[src/rtl/polyline_pkg.sv]
`default_nettype none
// ==========================================================================
// polyline_pkg : FSM state type, default widths, colour constants | Rev 1.0
// ==========================================================================
package polyline_pkg;

  typedef enum logic [1:0] {
    S_IDLE = 2'd0,
    S_LOAD = 2'd1,
    S_DRAW = 2'd2,
    S_DONE = 2'd3
  } state_t;

  localparam int DEF_XW        = 8;
  localparam int DEF_YW        = 7;
  localparam int DEF_MAX_VERTS = 8;
  localparam int DEF_CW        = 3;

  localparam logic [2:0] BLACK   = 3'b000;
  localparam logic [2:0] BLUE    = 3'b001;
  localparam logic [2:0] GREEN   = 3'b010;
  localparam logic [2:0] CYAN    = 3'b011;
  localparam logic [2:0] RED     = 3'b100;
  localparam logic [2:0] MAGENTA = 3'b101;
  localparam logic [2:0] YELLOW  = 3'b110;
  localparam logic [2:0] WHITE   = 3'b111;

  function automatic int max2(input int a, input int b);
    return (a > b) ? a : b;
  endfunction

endpackage
`default_nettype wire

[src/rtl/polyline_draw_line_engine.sv]
`default_nettype none
// ==========================================================================
// line_engine : per-segment all-octant Bresenham stepper (load/step/last)
// Revision 1.0
// ==========================================================================
module line_engine
  import polyline_pkg::*;
#(
  parameter int XW = DEF_XW,
  parameter int YW = DEF_YW
) (
  input  logic          clk,
  input  logic          rst_n,
  input  logic          load,
  input  logic          step,
  input  logic [XW-1:0] x0,
  input  logic [YW-1:0] y0,
  input  logic [XW-1:0] x1,
  input  logic [YW-1:0] y1,
  output logic [XW-1:0] x,
  output logic [YW-1:0] y,
  output logic          last
);

  localparam int DW = max2(XW, YW) + 2;

  logic signed [DW-1:0] ddx, ddy, adx, ady;
  logic signed [DW-1:0] dx, dy, err, err_n, cnt;
  logic signed [DW:0]   e2, dx_e, dy_e;
  logic                 sx_neg, sy_neg, mv_x, mv_y;

  always_comb begin
    ddx = $signed({{(DW-XW){1'b0}}, x1}) - $signed({{(DW-XW){1'b0}}, x0});
    ddy = $signed({{(DW-YW){1'b0}}, y1}) - $signed({{(DW-YW){1'b0}}, y0});
    adx = (ddx < 0) ? -ddx : ddx;
    ady = (ddy < 0) ? -ddy : ddy;
  end

  // dy is held negated so both axis decisions compare against 2*err directly
  always_comb begin
    e2    = {err, 1'b0};
    dx_e  = {dx[DW-1], dx};
    dy_e  = {dy[DW-1], dy};
    mv_x  = (e2 >= dy_e);
    mv_y  = (e2 <= dx_e);
    err_n = err;
    if (mv_x) err_n = err_n + dy;
    if (mv_y) err_n = err_n + dx;
  end

  assign last = (cnt == '0);

  always_ff @(posedge clk or negedge rst_n) begin
    if (!rst_n) begin
      x      <= '0;
      y      <= '0;
      dx     <= '0;
      dy     <= '0;
      err    <= '0;
      cnt    <= '0;
      sx_neg <= 1'b0;
      sy_neg <= 1'b0;
    end else if (load) begin
      x      <= x0;
      y      <= y0;
      dx     <= adx;
      dy     <= -ady;
      err    <= adx - ady;
      cnt    <= (adx > ady) ? adx : ady;
      sx_neg <= (ddx < 0);
      sy_neg <= (ddy < 0);
    end else if (step) begin
      err <= err_n;
      cnt <= cnt - DW'(1);
      if (mv_x) x <= sx_neg ? (x - XW'(1)) : (x + XW'(1));
      if (mv_y) y <= sy_neg ? (y - YW'(1)) : (y + YW'(1));
    end
  end

endmodule
`default_nettype wire

[src/rtl/polyline_draw.sv]
`default_nettype none
// ==========================================================================
// polyline_draw : vertex table + FSM drawing num_verts-1 Bresenham segments;
// optional POLYLINE_CLOSE_EN adds a closing segment.  Revision 1.0
// ==========================================================================
module polyline_draw
  import polyline_pkg::*;
#(
  parameter int XW        = DEF_XW,
  parameter int YW        = DEF_YW,
  parameter int MAX_VERTS = DEF_MAX_VERTS,
  parameter int CW        = DEF_CW
) (
  input  logic                           clk,
  input  logic                           rst_n,
  input  logic                           start,
  input  logic [$clog2(MAX_VERTS+1)-1:0] num_verts,
  input  logic [CW-1:0]                  colour,
`ifdef POLYLINE_CLOSE_EN
  input  logic                           close,
`endif
  input  logic                           vert_we,
  input  logic [$clog2(MAX_VERTS)-1:0]   vert_addr,
  input  logic [XW-1:0]                  vert_x,
  input  logic [YW-1:0]                  vert_y,
  output logic                           busy,
  output logic                           done,
  output logic [XW-1:0]                  vga_x,
  output logic [YW-1:0]                  vga_y,
  output logic [CW-1:0]                  vga_colour,
  output logic                           vga_plot
);

  localparam int NW = $clog2(MAX_VERTS+1);
  localparam int AW = $clog2(MAX_VERTS);

  logic [XW-1:0] tab_x [MAX_VERTS];
  logic [YW-1:0] tab_y [MAX_VERTS];

  state_t        state;
  logic [NW-1:0] nv, nseg, seg;
  logic [NW-1:0] nv_c, nseg_c, seg_nx, b_sel;
  logic [AW-1:0] a_idx, b_idx;
  logic [XW-1:0] eng_x;
  logic [YW-1:0] eng_y;
  logic          eng_last;

  // Table has no reset so vertices survive a reset pulse
  always_ff @(posedge clk) begin
    if (vert_we && !busy && (int'(vert_addr) < MAX_VERTS)) begin
      tab_x[vert_addr] <= vert_x;
      tab_y[vert_addr] <= vert_y;
    end
  end

  always_comb begin
    nv_c   = (int'(num_verts) > MAX_VERTS) ? NW'(MAX_VERTS) : num_verts;
    nseg_c = '0;
    if (nv_c >= NW'(2)) nseg_c = nv_c - NW'(1);
`ifdef POLYLINE_CLOSE_EN
    if (close && (nv_c >= NW'(3))) nseg_c = nv_c;
`endif
  end

  // The closing segment wraps its end index back to vertex 0
  always_comb begin
    seg_nx = seg + NW'(1);
    b_sel  = (seg_nx >= nv) ? '0 : seg_nx;
    a_idx  = AW'(seg);
    b_idx  = AW'(b_sel);
  end

  line_engine #(
    .XW (XW),
    .YW (YW)
  ) u_engine (
    .clk   (clk),
    .rst_n (rst_n),
    .load  ((state == S_LOAD) && (nseg != '0)),
    .step  (state == S_DRAW),
    .x0    (tab_x[a_idx]),
    .y0    (tab_y[a_idx]),
    .x1    (tab_x[b_idx]),
    .y1    (tab_y[b_idx]),
    .x     (eng_x),
    .y     (eng_y),
    .last  (eng_last)
  );

  always_ff @(posedge clk or negedge rst_n) begin
    if (!rst_n) begin
      state      <= S_IDLE;
      busy       <= 1'b0;
      done       <= 1'b0;
      vga_plot   <= 1'b0;
      vga_x      <= '0;
      vga_y      <= '0;
      vga_colour <= '0;
      nv         <= '0;
      nseg       <= '0;
      seg        <= '0;
    end else begin
      vga_plot <= 1'b0;
      case (state)
        S_IDLE, S_DONE: begin
          if (start) begin
            state      <= S_LOAD;
            busy       <= 1'b1;
            done       <= 1'b0;
            nv         <= nv_c;
            nseg       <= nseg_c;
            seg        <= '0;
            vga_colour <= colour;
          end else if (state == S_DONE) begin
            busy <= 1'b0;
            done <= 1'b1;
          end
        end
        S_LOAD: begin
          state <= (nseg == '0) ? S_DONE : S_DRAW;
        end
        S_DRAW: begin
          vga_plot <= 1'b1;
          vga_x    <= eng_x;
          vga_y    <= eng_y;
          if (eng_last) begin
            if (seg_nx < nseg) begin
              seg   <= seg_nx;
              state <= S_LOAD;
            end else begin
              state <= S_DONE;
            end
          end
        end
        default: state <= S_IDLE;
      endcase
    end
  end

endmodule
`default_nettype wire

[config.mk]
export PLATFORM = sky130hd
export DESIGN_NAME = polyline_draw
export DESIGN_NICKNAME = d
export VERILOG_FILES = /design/src/rtl/polyline_pkg.sv /design/src/rtl/polyline_draw_line_engine.sv /design/src/rtl/polyline_draw.sv
export SDC_FILE = /design/constraint.sdc
export NUM_CORES = 1
export LEC_CHECK = 0
export CAP_MARGIN = 30
export CORE_UTILIZATION = 44
export DETAILED_ROUTE_END_ITERATION = 10
export PLACE_DENSITY = 0.7
export REMOVE_ABC_BUFFERS = 1
export SLEW_MARGIN = 20
export SYNTH_ARGS = -nofsm -noshare
export SYNTH_HDL_FRONTEND = slang
export SYNTH_SLANG_ARGS = --single-unit
export TNS_END_PERCENT = 30
[constraint.sdc]
create_clock -name clk -period 8.6 [get_ports clk]
set_input_delay 1.29 -clock clk [delete_from_list [all_inputs] [get_ports clk]]
set_output_delay 1.29 -clock clk [all_outputs]
set_load 0.01 [all_outputs]
== Word level (Yosys, flattened, before mapping) ==
Memory sizes are Yosys's and may differ from the RTL's.
Cells that the tools add are included.
Operators by class
  multiplexer cells: 36
  magnitude comparators: 9
  add/subtract/negate cells: 15
  reduce and logical (&&, ||, !) cells: 19
  eq/ne operators: 6
Operators with widths (count)
  $mux 10: 9
  $mux 8: 4
  $mux 7: 4
  $add 10x10->10: 2
  $mux 4: 5
  $ge 11x10->1: 1
  $le 11x10->1: 1
  $gt 10x10->1: 1
  $logic_not 10->1: 1
  $neg 10->10: 1
  $neg 8->10: 1
  $neg 9->10: 1
  $reduce_and 2->1: 5
  $reduce_bool 2->1: 5
  $sub 10x10->10: 1
  $sub 10x2->10 const B: 1
  $lt 9x1->1 const B: 1
  $sub 8x8->9: 1
  $add 8x1->8 const B: 1
  $lt 8x1->1 const B: 1
  $mux 1: 8
  $pmux 4 s2: 1
  $sub 7x7->8: 1
  $sub 8x1->8 const B: 1
  other kinds (21): 27
Storage, ports and cells
  bits of input ports: 29
  bits in registers: 92
  memory bits (writable): 120
  output and inout port bits: 21
  logic and storage cells: 105
  memories kept: 2
Memory list
  tab_x: words 8, bits a word 8, rd ports 2, clocked after memory_dff 0, wr ports 1, line polyline_draw.sv:37  | logic [XW-1:0] tab_x [MAX_VERTS];
  tab_y: words 8, bits a word 7, rd ports 2, clocked after memory_dff 0, wr ports 1, line polyline_draw.sv:38  | logic [YW-1:0] tab_y [MAX_VERTS];

== Longest topological paths before layout ==
Gate-level depths: netlist of run 1.
An unclocked memory read counts as a cell.
  depth after elaboration: 10
  mapped depth: 32
  depth with buffers taken out: 29

== Cells and area by module ==
A second synthesis of run 1 with hierarchy kept.
Second synthesis, totals
  cells, all modules: 1183
  area total of the unflattened synthesis: 13519.2 µm²
Modules (own cells, without submodules)
  polyline_draw: area an instance 7412.1 µm², cells each 481, seq. area each 4479.3 µm², times used 1
  line_engine: area an instance 6107.1 µm², cells each 702, seq. area each 1426.4 µm², times used 1

== Worst setup path before layout of run 1 ==
No wires, ideal clock.
  kind: register to register
  start point: register seg[0]
  end point: register u_engine.cnt[0]
  period minus slack after synthesis: 7104 ps
  arrival: 6980 ps
  setup time: 124 ps
  data required time: 8476 ps
  path slack: 1496 ps
  path buffers: 5
  cell stages (with the launch flop): 31
  cells stage by stage: dfrtp_1 clkbuf_1 clkbuf_1 clkbuf_1 nand3_1 xnor2_1 ha_1 a21o_1 nor2_1 clkbuf_1 buf_1 nand2_1 nand3_1 nand3_1 o21ai_0 ha_1 a21o_2 o211ai_1 nand2_1 mux2i_1 inv_1 fa_1 inv_1 a21oi_1 o21bai_1 a21o_2 a21oi_1 o41ai_2 a211o_2 a21oi_1 o31a_1
Between the ends
  longest elaborated chain between the ends: 10
  elaborated cells on any way between the ends: 16
  those cells by class: add/sub: 5; order compare: 4; mux: 5; memory: 2
Ends and longest elaborated chain
  from (decl): line polyline_draw.sv:41  | logic [NW-1:0] nv, nseg, seg;
  from (signal assigned): line polyline_draw.sv:128  | seg <= seg_nx;
  $add 4x1->4: line polyline_draw.sv:67  | seg_nx = seg + NW'(1);
  $ge 4x4->1: line polyline_draw.sv:68  | b_sel = (seg_nx >= nv) ? '0 : seg_nx;
  $mux 3: line polyline_draw.sv:68
  $mem_v2 8x8 / $mem_v2 8x7 (equally long branches)
  $sub 8x8->9 / $sub 7x7->8 (equally long branches): line polyline_draw_line_engine.sv:33, polyline_draw_line_engine.sv:34
  $neg 9->10 (tied with other cells): line polyline_draw_line_engine.sv:35  | adx = (ddx < 0) ? -ddx : ddx;
  $mux 10, on equally long branches: line polyline_draw_line_engine.sv:35, polyline_draw_line_engine.sv:36
  $gt 10x10->1: line polyline_draw_line_engine.sv:69  | cnt <= (adx > ady) ? adx : ady;
  $mux 10 *: line polyline_draw_line_engine.sv:69
  $mux 10 *: line polyline_draw_line_engine.sv:63  | end else if (load) begin
  to (signal assigned): line polyline_draw_line_engine.sv:69
  to (signal assigned): line polyline_draw_line_engine.sv:74  | cnt <= cnt - DW'(1);
  to (decl): line polyline_draw_line_engine.sv:28  | logic signed [DW-1:0] dx, dy, err, err_n, cnt;
Mark *: on every way between the ends. The rest lies on a longest branch, timed or not.
A chain may end at the register's enable or synchronous reset.

== Final worst setup path of run 1 ==
Ends and elaborated chain as after synthesis.

==> results by group, run 1 <==
Worst hold path
  • Hold endpoint: nv[1]
  • Worst hold stages: 2
  • Hold Path Class: reg2reg
  • HP Start: nv[1]

Synth
  • EDFF count, synth: 120
  • Seq/Total Area, Yosys: 0.435
  • Synth Warn #: 0
  • #FFs+latches synth: 212
  • Distinct cells, synth: 88
  • Synth Area per Inst: 10.7 µm²
  • Area contributors post-synth: edfxtp_1 27%, dfrtp_1 17%, ha_1 8.6%, mux4_2 5.0%, nand2_1 3.5%
  • Post-synth top area share: 0.266
  • Ys async rst share: 0.434
  • Cell area after synthesis: 13600 µm²
  • Gate Count Post-Synth: 1274
  • Post-synth top area cell: edfxtp_1
  • Main synth FF type: edfxtp_1

Setup path
  • Worst path arrival time: 7.73 ns
  • Most frequent cell on the critical path: a21oi_1
  • CP peak stage delay: 0.70 ns
  • Worst setup EP type: flip-flop
  • Critical path fanouts, max: 33
  • CP bufs+invs: 6
  • Critical path class: reg2reg
  • Largest delay contributor family on the critical path: compound AO/OA/AOI/OAI gates
  • FF-to-FF End: u_engine.cnt[0]
  • Critical path launch point type: flip-flop
  • R2R setup slack: 1.27 ns
  • Reg2reg path depth: 31
  • Critical Path RT: 9.00 ns
  • RR Startpoint: seg[0]
  • Critical-path top delay cell: dfrtp_4

Floorplanning
  • # IOs: 50
  • Die height: 178 µm
  • Starting Density: 0.453
  • Chip width: about 180 µm
  • Core box area: 30000 µm²
  • Row Count: 63
  • Die area: 31500 µm²

Place
  • Hpwl dp: 24.1 mm
  • RD Place Congestion: 0.896
  • Pre-CTS setup slack: 1.32 ns
  • Port Buffers: 49
  • Area of placed instances: ~15000 µm²

Detailed routing
  • Via/cell ratio: 5.86
  • Residual DRC: 0
  • Via count: 10100
  • Antenna Violating Nets Remaining: 0
  • Drt initial violations: around 770
  • First drt pass iteration count: 5
  • Wire per inst: about 19 µm
  • Routed wire length: ~33 mm

GRT
  • First-pass GRT wire length: 53.2 mm
  • GR Overflow Total: 0
  • Vias in the first global route: 10000
  • Met2 GRT Util: 0.355
  • Largest net degree at the start of global routing: 71
  • Met1 Use GR: 0.292
  • Initial antenna violation count: 0
  • Gr usage total: 0.214
  • Met3 global-route usage: 0.0236
  • Most Crowded Layer GR: met2

Clock network
  • Worst-Skew Late Latency: 0.53 ns
  • CTS tree: done
  • Clk pin slew, worst setup/hold paths: 0.06 ns
  • CTS buffer count: 23
  • Clk sinks: about 210
  • Hold_buf cts: 0
  • Worst-case clock buffer depth: 3
  • CTS H-tree lvls: 1
  • Root Buffer: clkbuf_16
  • # resized after CTS: 0
  • Post-CTS Setup Repair Bufs: 0

Final layout
  • Most common cell after layout, fill and taps aside: nand2_1
  • Multi-input combinational cell area: 7230 µm²
  • Antenna cells: 0
  • Post-route cell area: 15400 µm²
  • Util after Layout: 0.513
  • Layout Nets: 1452
  • Area grow syn2layout: 13.2%
  • Filler cells: 2675
  • Most frequent cells in the layout: 127 x nand2_1, 120 x edfxtp_1, 92 x ha_1
  • Reg area: 5910 µm²
  • Fraction of layout cells with a size suffix above 1: 0.129

Timing
  • F_max: 0.136 GHz
  • Final WS setup: 1.27 ns
  • Final Hold Viols: 0
  • Max Slew Vio Count: 0
  • Slew headroom: 0.412
  • Fin crit period: 7.33 ns
  • Hold slack: ~0.5 ns
  • Final period util: 0.853
  • Unrepaired setup endpoints after global routing: false
  • Final setup vio count: 0
  • Clock Skew: 0.0202 ns
  • Worst Tran Pin Value: 0.873 ns

Outcome
  • Status: completed

Job
  • # Max-Cap Violations: 0
==> kinds of logic after synthesis <==
family,Yosys count,share of synthesized area
other,2,0.000553
multiplexers,105,0.108
adder cells (fa/ha/maj),100,0.0961
AND/OR/NAND/NOR,372,0.132
XOR/XNOR,66,0.0426
buffers and inverters,122,0.0349
AO/OA/AOI/OAI,295,0.150
flip-flops,212,0.435
==> worst min-delay path, cell delays in order (launching register included) <==
cell and delay [ns]:
dfrtp_1 0.35, nand2_1 0.05, o21ai_0 0.06
==> sequential cells by signal, summed over array words and instances (netlist names), 7 cells and up <==
register / flops
vga_y: 7
u_engine.x: 8
u_engine.y: 7
u_engine.dx: 10
tab_y: 56
u_engine.cnt: 10
u_engine.dy: 10
vga_x: 8
u_engine.err: 10
tab_x: 64
==> cell type report <==
class | instances | area share
Clock buffer | 29 | 0.0396
Multi-Input combinational cell | 941 | 0.471
Tap cell | 390 | 0.0318
Sequential cell | 212 | 0.385
Inverter | 69 | 0.0169
Clock inverter | 11 | 0.00969
Timing Repair Buffer | 76 | 0.0470
==> worst max-delay path by stage <==
stage	from	end	slack, ns	cells after the start
after floorplan	seg[0]	u_engine.cnt[0]	-1.03	27
after global placement	seg[0]	u_engine.cnt[0]	1.54	29
after detailed placement	seg[0]	u_engine.cnt[0]	1.32	31
after CTS	seg[0]	u_engine.cnt[0]	1.29	31
after global routing	seg[0]	u_engine.cnt[2]	0.67	30
final	seg[0]	u_engine.cnt[0]	1.27	31
==> cell usage after synthesis, drive strengths merged, types with 11 or more instances <==
master / n
nand2: 127
edfxtp: 120
ha: 93
dfrtp: 92
nor2: 86
a21oi: 80
inv: 68
o21ai: 68
clkbuf: 44
xnor2: 43
mux2i: 41
nor3: 35
mux2: 34
nand3: 32
mux4: 30
xor2: 23
a211oi: 22
a21o: 20
nand2b: 20
nor2b: 12
o211ai: 11
==> per-stage QoR <==
stage               TNS (ns)  instances
floorplan             -12.12       1222
global placement           0       1684
detailed placement         0       1687
CTS                        0       1727
global route               0       1728
finish                     0       1728
==> routing by layer <==
layer,up-vias,wire length (µm)
li1,4821,-
met1,4953,14600
met2,301,15700
met3,59,1650
met4,0,868
met5,-,0
Power of run 1 is not shown: default switching activity piles up to over one toggle a cycle in this logic, so the estimate is an artifact.
==> inputs of run 2 (changes only) <==
Settings changed: CORE_MARGIN from default to 1.5, CTS_BUF_LIST from default to sky130_fd_sc_hd__clkbuf_8 sky130_fd_sc_hd__clkbuf_16.
==> run 2 against run 1 <==
Compared with the run above: final area up 0.58%; count of clock-buffer cells in the layout is 2 lower; routed wire length increased by 0.70%; worst setup slack lost 0.095 ns; critical endpoint unchanged; worst hold slack better by 0.0063 ns; sequential share of layout area decreased by 0.22 points.
==> results by group, run 2 (synthesis gave the netlist of run 1 again) <==
Outcome
  • Status: completed

Final layout
  • Fraction of layout cells with a size suffix above 1: 0.133 (+0.00409)
  • Most common cell after layout, fill and taps aside: nand2_1
  • Post-route cell area: 15500 µm² (+0.58%)
  • Filler cells: 2681 (+0.22%)
  • Largest register FFs: 64 (unchanged)
  • Util after Layout: 0.507 (-0.00643)
  • Area grow syn2layout: 13.9%
  • Most flops, register: tab_x
  • Top Registers: tab_x: 64 flops, tab_y: 56 flops
  • Most frequent cells in the layout: 127 x nand2_1, 120 x edfxtp_1, 93 x ha_1
  • Antenna cells: 0 (unchanged)
  • Layout Nets: 1454 (+0.14%)

Worst hold path
  • Hold Path Class: reg2reg

Clock network
  • Post-CTS Setup Repair Bufs: 0 (unchanged)
  • CTS tree: done
  • CTS H-tree lvls: 1 (unchanged)
  • CTS buffer count: 24 (+4.3%)
  • Worst-case clock buffer depth: 3 (unchanged)
  • Hold_buf cts: 0 (unchanged)
  • Worst-Skew Late Latency: 0.55 ns (+0.02 ns)
  • Clk pin slew, worst setup/hold paths: 0.07 ns (about the same)
  • Root Buffer: clkbuf_16
  • # resized after CTS: 0 (unchanged)
  • Clk sinks: 212 (unchanged)

Place
  • Hpwl dp: 24.1 mm (+0.16%)
  • Port Buffers: 49 (unchanged)
  • RD Place Congestion: 0.886 (-1.0%)
  • Area of placed instances: 14600 µm² (about the same)

GRT
  • Largest net degree at the start of global routing: 62 (-13%)
  • Initial antenna violation count: 0 (unchanged)
  • First-pass GRT wire length: 53.0 mm (-0.32%)
  • Gr usage total: 0.212 (-0.00255)
  • Vias in the first global route: 10100 (+0.55%)
  • GR Overflow Total: 0 (unchanged)

Floorplanning
  • Die height: 179 µm (+0.56%)
  • Core box area: 30500 µm² (+1.9%)
  • Die area: 31900 µm² (+1.1%)
  • Row Count: 64 (+1.6%)
  • Starting Density: 0.445 (-0.00825)
  • # IOs: 50 (unchanged)
  • Chip width: 179 µm (+0.56%)

Timing
  • Final period util: 0.864 (+0.0111)
  • Slew headroom: 0.442 (+0.0302)
  • Unrepaired setup endpoints after global routing: false
  • Fin crit period: 7.43 ns (+0.0951 ns)
  • Max Slew Vio Count: 0 (unchanged)
  • Final setup vio count: 0 (unchanged)
  • F_max: 0.135 GHz (-1.3%)
  • Final Hold Viols: 0 (unchanged)
  • Worst Tran Pin Value: 0.828 ns (-0.0448 ns)
  • Clock Skew: 0.0337 ns (+0.0135 ns)
  • Hold slack: 0.495 ns (+0.00631 ns)
  • Sum of negative setup slack: 0 ns (unchanged)

Setup path
  • Critical path class: reg2reg
  • Worst setup EP type: flip-flop
  • Critical Path RT: 9.00 ns (about the same)
  • Worst path arrival time: 7.83 ns (+0.10 ns)
  • Critical path launch point type: flip-flop
  • Critical path fanouts, max: 31 (-6.1%)

Detailed routing
  • Drt initial violations: 702 (-9.1%)
  • Residual DRC: 0 (unchanged)
  • Routed wire length: 33.1 mm (+0.70%)
  • First drt pass iteration count: 6 (+1)
  • Via/cell ratio: 5.83 (-0.59%)
  • Via count: 10100 (-0.020%)
  • Wire per inst: 19.1 µm (+0.12%)
  • Antenna Violating Nets Remaining: 0 (unchanged)

Job
  • # Max-Cap Violations: 0 (unchanged)
## run 2: cell count changes in the layout (fill, tap and decap cells not counted), moves of 2 or more
cell and delta:
clkbuf_1 -5, clkbuf_8 +2, buf_4 +2, inv_1 +2
clkinvlp_4 +2
## run 2: worst paths after layout
check	startpoint	to	slack, ns	depth (start not counted)
max	seg[0]	u_engine.cnt[0]	1.17	26
min	nv[0]	nv[0]	0.49	2
max reg2reg	seg[0]	u_engine.cnt[0]	1.17	26
min reg2reg	nv[0]	nv[0]	0.49	2
max in group asynchronous	rst_n	seg[0]	6.72	2
min in group asynchronous	rst_n	nseg[3]	0.68	1
## run 2: layout make-up
class	instances	area [µm²]	area share
flip-flops and latches	212	5910	0.382
inverters	69	259	0.0168
repair buffers	77	709	0.0459
multi-input cells	941	7230	0.468
well taps	396	495	0.0321
clock buffers	27	642	0.0415
clock inverters	16	211	0.0137
## run 2: routing by layer
| layer | global-route usage | part of all wire | routed length [µm] | vias to the layer above |
|---|---|---|---|---|
| li1 | - | - | - | 4828 |
| met1 | 0.276 | 0.44 | 14500 | 4972 |
| met2 | 0.365 | 0.49 | 16100 | 260 |
| met3 | 0.0245 | 0.042 | 1390 | 72 |
| met4 | 0.0694 | 0.033 | 1080 | 0 |
| met5 | 0 | 0 | 0 | - |
## run 2: critical path: stages (launching register included)
cell and delay (ns):
dfrtp_4 0.47, ha_1 0.28, buf_4 0.32, ha_1 0.31, a21o_1 0.16, a21o_1 0.18, a21oi_1 0.40, nand2_1 0.50
a221oi_1 0.35, nor2_1 0.10, ha_1 0.39, a21oi_2 0.27, a21oi_2 0.10, o211ai_1 0.46, nand2_1 0.24, mux2i_1 0.48
inv_1 0.13, fa_1 0.47, inv_1 0.08, a21oi_1 0.06, o21bai_1 0.20, a21o_2 0.16, a21oi_1 0.13, o41ai_2 0.43
a211o_2 0.27, a21oi_1 0.09, o31a_1 0.25
## run 2: per-stage QoR
step,setup WS (ns),cells
2_1_floorplan,-1.03,1222
3_3_place_gp,1.50,1692
3_5_place_dp,1.30,1694
4_1_cts,1.23,1737
5_1_grt,0.573,1738
6_report,1.17,1738
Power of run 2 is left out for the same reason.
==> inputs of run 3 (changes only) <==
Settings changed: ABC_CLOCK_PERIOD_IN_PS from default to 8600, CORE_ASPECT_RATIO from default to 1.5.
==> run 3 against run 2 <==
Compared with the run above: non-clock buffer count fell by 1; final cell count fell by 0.17%; sequential share of layout area rose by 0.33 points; core utilization barely moved; die area barely moved; critical path depth rose by 1; routed wire length rose by 0.21%; maximum frequency fell by 4.3%; via count fell by 0.53%; worst setup slack got worse by 0.33 ns; sequential cell count did not move; final area fell by 0.85%; critical path type unchanged.
==> results by group, run 3 (synthesis gave the netlist of run 1 again) <==
Clock network
  • Root Buffer: clkbuf_16
  • Clk sinks: 212 (unchanged)
  • CTS tree: done
  • # resized after CTS: 0 (unchanged)
  • CTS H-tree lvls: 1 (unchanged)
  • Worst-Skew Late Latency: 0.52 ns (-0.03 ns)
  • Post-CTS Setup Repair Bufs: 0 (unchanged)
  • Clk pin slew, worst setup/hold paths: 0.07 ns (about the same)
  • CTS buffer count: 21 (-13%)
  • Worst-case clock buffer depth: 3 (unchanged)
  • Hold_buf cts: 0 (unchanged)

Detailed routing
  • Via/cell ratio: 5.81 (-0.36%)
  • First drt pass iteration count: 5 (-1)
  • Antenna Violating Nets Remaining: 0 (unchanged)
  • Via count: 10100 (-0.53%)
  • Routed wire length: 33.2 mm (+0.21%)
  • Wire per inst: 19.1 µm (+0.38%)
  • Drt initial violations: 594 (-15%)
  • Residual DRC: 0 (unchanged)

GRT
  • Initial antenna violation count: 0 (unchanged)
  • Vias in the first global route: 10400 (+3.8%)
  • Largest net degree at the start of global routing: 71 (+15%)
  • GR Overflow Total: 0 (unchanged)
  • Gr usage total: 0.212 (about the same)
  • First-pass GRT wire length: 53.5 mm (+0.91%)

Floorplanning
  • Die height: 218 µm (+22%)
  • Chip width: 146 µm (-18%)
  • Row Count: 78 (+22%)
  • Core box area: 30300 µm² (-0.84%)
  • # IOs: 50 (unchanged)
  • Die area: 31900 µm² (about the same)
  • Starting Density: 0.449 (+0.00375)

Place
  • Area of placed instances: 14600 µm² (-0.16%)
  • RD Place Congestion: 0.903 (+1.9%)
  • Hpwl dp: 24.9 mm (+3.3%)
  • Port Buffers: 49 (unchanged)

Timing
  • Hold slack: 0.479 ns (-0.0162 ns)
  • F_max: 0.129 GHz (-4.3%)
  • Clock Skew: 0.0155 ns (-0.0182 ns)
  • Unrepaired setup endpoints after global routing: false
  • Final Hold Viols: 0 (unchanged)
  • Worst Tran Pin Value: 0.984 ns (+0.157 ns)
  • Max Slew Vio Count: 0 (unchanged)
  • Final setup vio count: 0 (unchanged)
  • Final period util: 0.902 (+0.0387)
  • Fin crit period: 7.76 ns (+0.333 ns)
  • Slew headroom: 0.342 (-0.101)

Setup path
  • CP peak stage delay: 0.61 ns (+0.11 ns)
  • Worst setup EP type: flip-flop
  • Critical path fanouts, max: 24 (-23%)
  • Critical path class: reg2reg
  • Most frequent cell on the critical path: ha_1
  • Largest delay contributor family on the critical path: compound AO/OA/AOI/OAI gates
  • Critical path launch point type: flip-flop
  • Critical Path RT: 9.00 ns (about the same)
  • CP bufs+invs: 4 (+1)
  • Worst path arrival time: 8.16 ns (+0.33 ns)
  • Critical-path top delay cell: dfrtp_4

Final layout
  • Largest register FFs: 64 (unchanged)
  • Post-route cell area: 15300 µm² (-0.85%)
  • Most common cell after layout, fill and taps aside: nand2_1
  • Area grow syn2layout: 12.9%
  • Most flops, register: tab_x
  • Fraction of layout cells with a size suffix above 1: 0.129 (-0.00380)
  • Layout Nets: 1450 (-0.28%)
  • Top Registers: tab_x: 64 flops, tab_y: 56 flops
  • Antenna cells: 0 (unchanged)
  • Most frequent cells in the layout: 127 x nand2_1, 120 x edfxtp_1, 93 x ha_1
  • Filler cells: 2689 (+0.30%)

Worst hold path
  • Hold Path Class: reg2reg

Job
  • # Max-Cap Violations: 0 (unchanged)

Outcome
  • Status: completed
## run 3: worst register-to-register path, cell delays in order, from the launching register on
cell and delay [ns]:
dfrtp_4 0.61, ha_1 0.30, xnor2_1 0.15, buf_4 0.22
clkinv_1 0.09, buf_4 0.22, ha_1 0.31, a21o_1 0.17
a21oi_1 0.40, nand2b_1 0.47, nand2_1 0.22, nand3_1 0.09
a21oi_1 0.29, ha_1 0.21, inv_1 0.05, fa_1 0.43
xor2_1 0.39, a211oi_1 0.10, o22ai_1 0.36, or2_2 0.20
nand3_1 0.10, xor2_1 0.49, ha_1 0.37, a21oi_1 0.34
o21ai_0 0.26, a211oi_2 0.43, nor3_1 0.11, o31a_1 0.30
## run 3: worst paths after layout
| check | from | end | slack [ns] | depth (start not counted) |
|---|---|---|---|---|
| max | seg[0] | u_engine.cnt[0] | 0.84 | 27 |
| min | nv[1] | nv[1] | 0.48 | 2 |
| max reg2reg | seg[0] | u_engine.cnt[0] | 0.84 | 27 |
| min reg2reg | nv[1] | nv[1] | 0.48 | 2 |
| max in group asynchronous | rst_n | vga_x[6] | 6.97 | 3 |
| min in group asynchronous | rst_n | nv[3] | 0.67 | 1 |
## run 3: cell type report
| class | count | area, µm² | area share |
|---|---|---|---|
| multi-input combinational | 941 | 7220 | 0.471 |
| sequential | 212 | 5910 | 0.386 |
| timing repair buffer | 76 | 708 | 0.0462 |
| clock buffer | 21 | 526 | 0.0343 |
| tap | 400 | 500 | 0.0327 |
| inverter | 69 | 259 | 0.0169 |
| clock inverter | 16 | 199 | 0.0130 |
## run 3: layer usage
| layer | up-vias | share of wire | routed length, µm | global-route usage |
|---|---|---|---|---|
| met5 | - | 0 | 0 | 0 |
| met4 | 0 | 0.043 | 1430 | 0.109 |
| met3 | 84 | 0.034 | 1120 | 0.0205 |
| met2 | 236 | 0.54 | 18000 | 0.405 |
| met1 | 4944 | 0.38 | 12600 | 0.230 |
| li1 | 4814 | - | - | - |
## run 3: per-stage QoR
stage	cells	setup slack [ns]	TNS, ns	utilization
3_3_place_gp	1695	1.20	0	0.481
5_1_grt	1735	0.359	0	0.506
4_1_cts	1733	0.912	0	0.505
2_1_floorplan	1222	-1.03	-12.12	-
3_5_place_dp	1696	0.954	0	0.481
6_report	1735	0.840	0	0.506
Power of run 3 is left out for the same reason.
==> RTL change 1, RTL diff (flow settings as in run 2) <==
The 4 states of `state_t` get a Gray code encoding in 2 bits.
--- a/src/rtl/polyline_pkg.sv
+++ b/src/rtl/polyline_pkg.sv
@@ -7,6 +7,6 @@
   typedef enum logic [1:0] {
-    S_IDLE = 2'd0,
-    S_LOAD = 2'd1,
-    S_DRAW = 2'd2,
-    S_DONE = 2'd3
+    S_IDLE = 2'b00,
+    S_LOAD = 2'b01,
+    S_DRAW = 2'b11,
+    S_DONE = 2'b10
   } state_t;
Function: same outputs for any inputs over 4 cycles, from zero or initial values and one cycle with rst_n low; so few cycles prove little.
==> RTL change 1 against run 2 <==
Wire length fell by 3.2%; worst setup slack got worse by 380 ps; synthesized area fell by 0.81%; sequential share of layout area rose by 0.46 points; design area fell by 1.2%; sequential cell count did not move; largest cell class unchanged.
Power is left out: the tool's default activity adds up to more than one toggle a clock period on the data nets, which glitch-free logic cannot reach.
==> RTL change 1: results (changes against run 2) <==
number of fillers in the final layout=2,610 (was 2,681); sequential-to-total area share from yosys stat=43.87% (was 43.52%); met3 Use GR=2.678% (was 2.451%); library cells used by synthesis=89 (was 88); syn avg cell area=10.39 µm² (was 10.65 µm²); Worst Tran Pin Value=821.2 ps (was 827.8 ps); Hold Crit Endpoint=vga_x[5] (was nv[0]); HPWL Detailed=22,620 µm (was 24,100 µm); met2 usage=35.59% (was 36.51%); ranking of synthesized cells by area=edfxtp_1 27%, dfrtp_1 17%, ha_1 8.4%, mux4_2 5.0%, nand2_1 4.7% (was edfxtp_1 27%, dfrtp_1 17%, ha_1 8.6%, mux4_2 5.0%, nand2_1 3.5%); critical path arrival=8220 ps (was 7830 ps); Reg-to-Reg End=u_engine.cnt[7] (was u_engine.cnt[0]); pre-CTS WS=1006 ps (was 1302 ps); r2r worst-path depth=28 (was 26); R2R setup slack=790 ps (was 1170 ps); Worst Hold Slack=477.8 ps (was 494.9 ps); DR WL/cell=18.36 µm (was 19.05 µm); Worst path slowest cell=nand2_1 (unchanged); max incr delay on CP=600 ps (was 500 ps); vias per cell=5.779 (was 5.830); Layout Skew=30.79 ps (was 33.65 ps); max FFs per register=64 (unchanged); vias in the first global route=9,995 (was 10,060); outcome=completed (unchanged); total number of vias=10,090 (was 10,130); layout cells sized above 1=10.63% (was 13.26%); Cells after DPL=1,703 (was 1,694); CP max FO=22 (was 31); main flop type after synthesis=edfxtp_1 (unchanged); all-layer global routing usage=20.81% (was 21.16%); largest net degree at the start of global routing=79 (was 62); met1 GRT Util=27.36% (was 27.62%); final-stage net count=1,467 (was 1,454); Synth top cells by count=168 x nand2_1, 120 x edfxtp_1, 92 x dfrtp_1 (was 127 x nand2_1, 120 x edfxtp_1, 93 x ha_1); worst hold start=vga_x[5] (was nv[0]); Reg clk slew, reported paths=60 ps; Initial DRC Count=742 (was 702); gpl congestion=0.8942 (was 0.8864)
## RTL change 1: cell count changes after synthesis, moves of 5 or more
cell	change
mux2_2	-14
o21ai_0	+8
nand3_1	+17
nand2b_1	+5
nand2_1	+41
a21boi_0	-5
xor2_1	-6
o221ai_1	+7
o211ai_1	-8
inv_1	-8
## RTL change 1: how the worst max path moves through the flow
stage	startpoint	endpoint	slack, ps	depth (start not counted)
after floorplan	seg[0]	u_engine.err[8]	-1240	26
after global placement	seg[0]	u_engine.cnt[7]	1300	28
after detailed placement	seg[0]	u_engine.cnt[7]	1010	30
after CTS	seg[0]	u_engine.cnt[7]	980	30
after global routing	seg[0]	u_engine.cnt[7]	310	30
final	seg[0]	u_engine.cnt[7]	790	28
## RTL change 1: critical path: cells and delay by family, from the launching register on
family | cells | cell delay, ps
xor gates and xnor gates | 2 | 600
adders and majority gates | 4 | 1240
and+or+nand+nor | 7 | 1520
DFF | 1 | 510
AOI/OAI and AO/OA | 11 | 3030
buffers and inverters | 4 | 790
## RTL change 1: layout make-up
type	count	area share, %
tap	390	3.195
clock inverter	14	0.9913
multi-input combinational	964	46.62
inverter	63	1.548
sequential	212	38.69
clock buffer	26	4.113
timing repair buffer	76	4.834
## RTL change 1: cell families after synthesis
logic type	after synthesis	share of synthesized area, %
adder cells (fa/ha/maj)	98	9.481
flip-flops	212	43.87
other	2	0.05579
AND/OR/NAND/NOR	422	14.59
AO/OA/AOI/OAI	291	14.72
XOR/XNOR	62	4.332
multiplexers	88	9.519
buffers and inverters	121	3.421
## RTL change 1: metal layers
layer	up-vias	wire length, µm
li1	4869	-
met1	4878	14000
met2	278	15560
met3	60	1549
met4	0	935
met5	-	0
==> RTL change 2, RTL diff (flow settings as in run 2) <==
Without the edit above. Build with the macro `POLYLINE_CLOSE_EN` defined.
--- a/src/rtl/polyline_draw.sv
+++ b/src/rtl/polyline_draw.sv
@@ -5,2 +5,4 @@
 // ==========================================================================
+`define POLYLINE_CLOSE_EN
+
 module polyline_draw
Ports: changed (added close); port bits go from 50 to 51. The function was not compared with the original's and may differ.
==> RTL change 2 against run 2 <==
Count of clock-buffer cells in the layout fell by 2; worst setup slack got worse by 91 ps; design area fell by 0.60%; synthesized cell count fell by 0.71%; die area barely moved; hold slack got worse by 3.2 ps; synthesized area barely moved; core utilization fell by 0.30 points; wire length fell by 3.5%; sequential cell count did not move; critical endpoint is now u_engine.cnt[7]; largest cell class unchanged.
Power is left out: the tool's default activity adds up to more than one toggle a clock period on the data nets, which glitch-free logic cannot reach.
==> RTL change 2: results (changes against run 2) <==
outcome=completed (unchanged); library cells used by synthesis=80 (was 88); max incr delay on CP=700 ps (was 500 ps); final cell count without fillers=1,717 (was 1,738); all-layer global routing usage=20.67% (was 21.16%); H-Tree Depth=1 (unchanged); number of fillers in the final layout=2,674 (was 2,681); gpl congestion=0.8482 (was 0.8864); main flop type after synthesis=edfxtp_1 (unchanged); Synth top cells by count=125 x nand2_1, 120 x edfxtp_1, 92 x dfrtp_1, 92 x ha_1, 80 x a21oi_1 (was 127 x nand2_1, 120 x edfxtp_1, 93 x ha_1); DR WL/cell=18.62 µm (was 19.05 µm); initial antenna violation count=0 (unchanged); final-stage net count=1,434 (was 1,454); largest net degree at the start of global routing=66 (was 62); post-synthesis mux area share=11.70% (was 10.82%); R2R setup slack=1080 ps (was 1170 ps); layout cells sized above 1=12.26% (was 13.26%); Top Family by Delay on Critical Path=compound AO/OA/AOI/OAI gates (unchanged); sequential-to-total area share from yosys stat=43.50% (was 43.52%); Post-Synth XOR/XNOR Area=4.323% (was 4.260%); Worst Hold Slack=491.6 ps (was 494.9 ps); Layout Skew=36.26 ps (was 33.65 ps); Buffers on Ports=50 (was 49); Worst path slowest cell=dfrtp_4 (was nand2_1); worst skew pair latency=between 500 and 600 ps; Hold Crit Endpoint=nv[2] (was nv[0]); setup slack after layout=1081 ps (was 1172 ps); CP max FO=42 (was 31); worst hold start=nv[2] (was nv[0]); HPWL Detailed=22,780 µm (was 24,100 µm); placed inst area=0.01457 mm² (was 0.01459 mm²); ranking of synthesized cells by area=edfxtp_1 27%, dfrtp_1 17%, ha_1 8.5%, mux4_2 5.3%, nand2_1 3.5% (was edfxtp_1 27%, dfrtp_1 17%, ha_1 8.6%, mux4_2 5.0%, nand2_1 3.5%); Reg-to-Reg End=u_engine.cnt[7] (was u_engine.cnt[0]); Synth Area in Compound Gates=15.08% (was 15.04%); syn avg cell area=10.73 µm² (was 10.65 µm²); first-pass GRT wire length=52,360 µm (was 53,040 µm); Synth Area in Adders=9.585% (was 9.607%); vias per cell=5.810 (was 5.830); vias in the first global route=10,180 (was 10,060); critical path arrival=7880 ps (was 7830 ps); Initial DRC Count=784 (was 702); Worst Tran Pin Value=922.5 ps (was 827.8 ps); router iterations before antenna repair=5 (was 6); pre-CTS WS=1260 ps (was 1302 ps)
-- RTL change 2: per-layer routing --
layer / GRT usage [%] / routed length [µm] / vias to the layer above / part of all wire, %
li1: - / - / 4775 / -
met1: 27.45 / 14170 / 4898 / 44
met2: 35.80 / 15590 / 239 / 49
met3: 2.375 / 1457 / 64 / 4.6
met4: 5.521 / 753 / 0 / 2.4
met5: 0 / 0 / - / 0
-- RTL change 2: final cells by class --
class | instances | area [µm²] | share of cell area, %
inverters | 66 | 247.7 | 1.613
clock buffers | 25 | 614.3 | 3.999
clock inverters | 17 | 135.1 | 0.8796
flip-flops and latches | 212 | 5909 | 38.47
repair buffers | 72 | 720.7 | 4.691
multi-input cells | 929 | 7239 | 47.13
well taps | 396 | 495.5 | 3.225
-- RTL change 2: worst min-delay path, stage by stage (launching register included) --
cell	delay, ps
dfrtp_1	350
nand2_1	50
o21ai_0	60
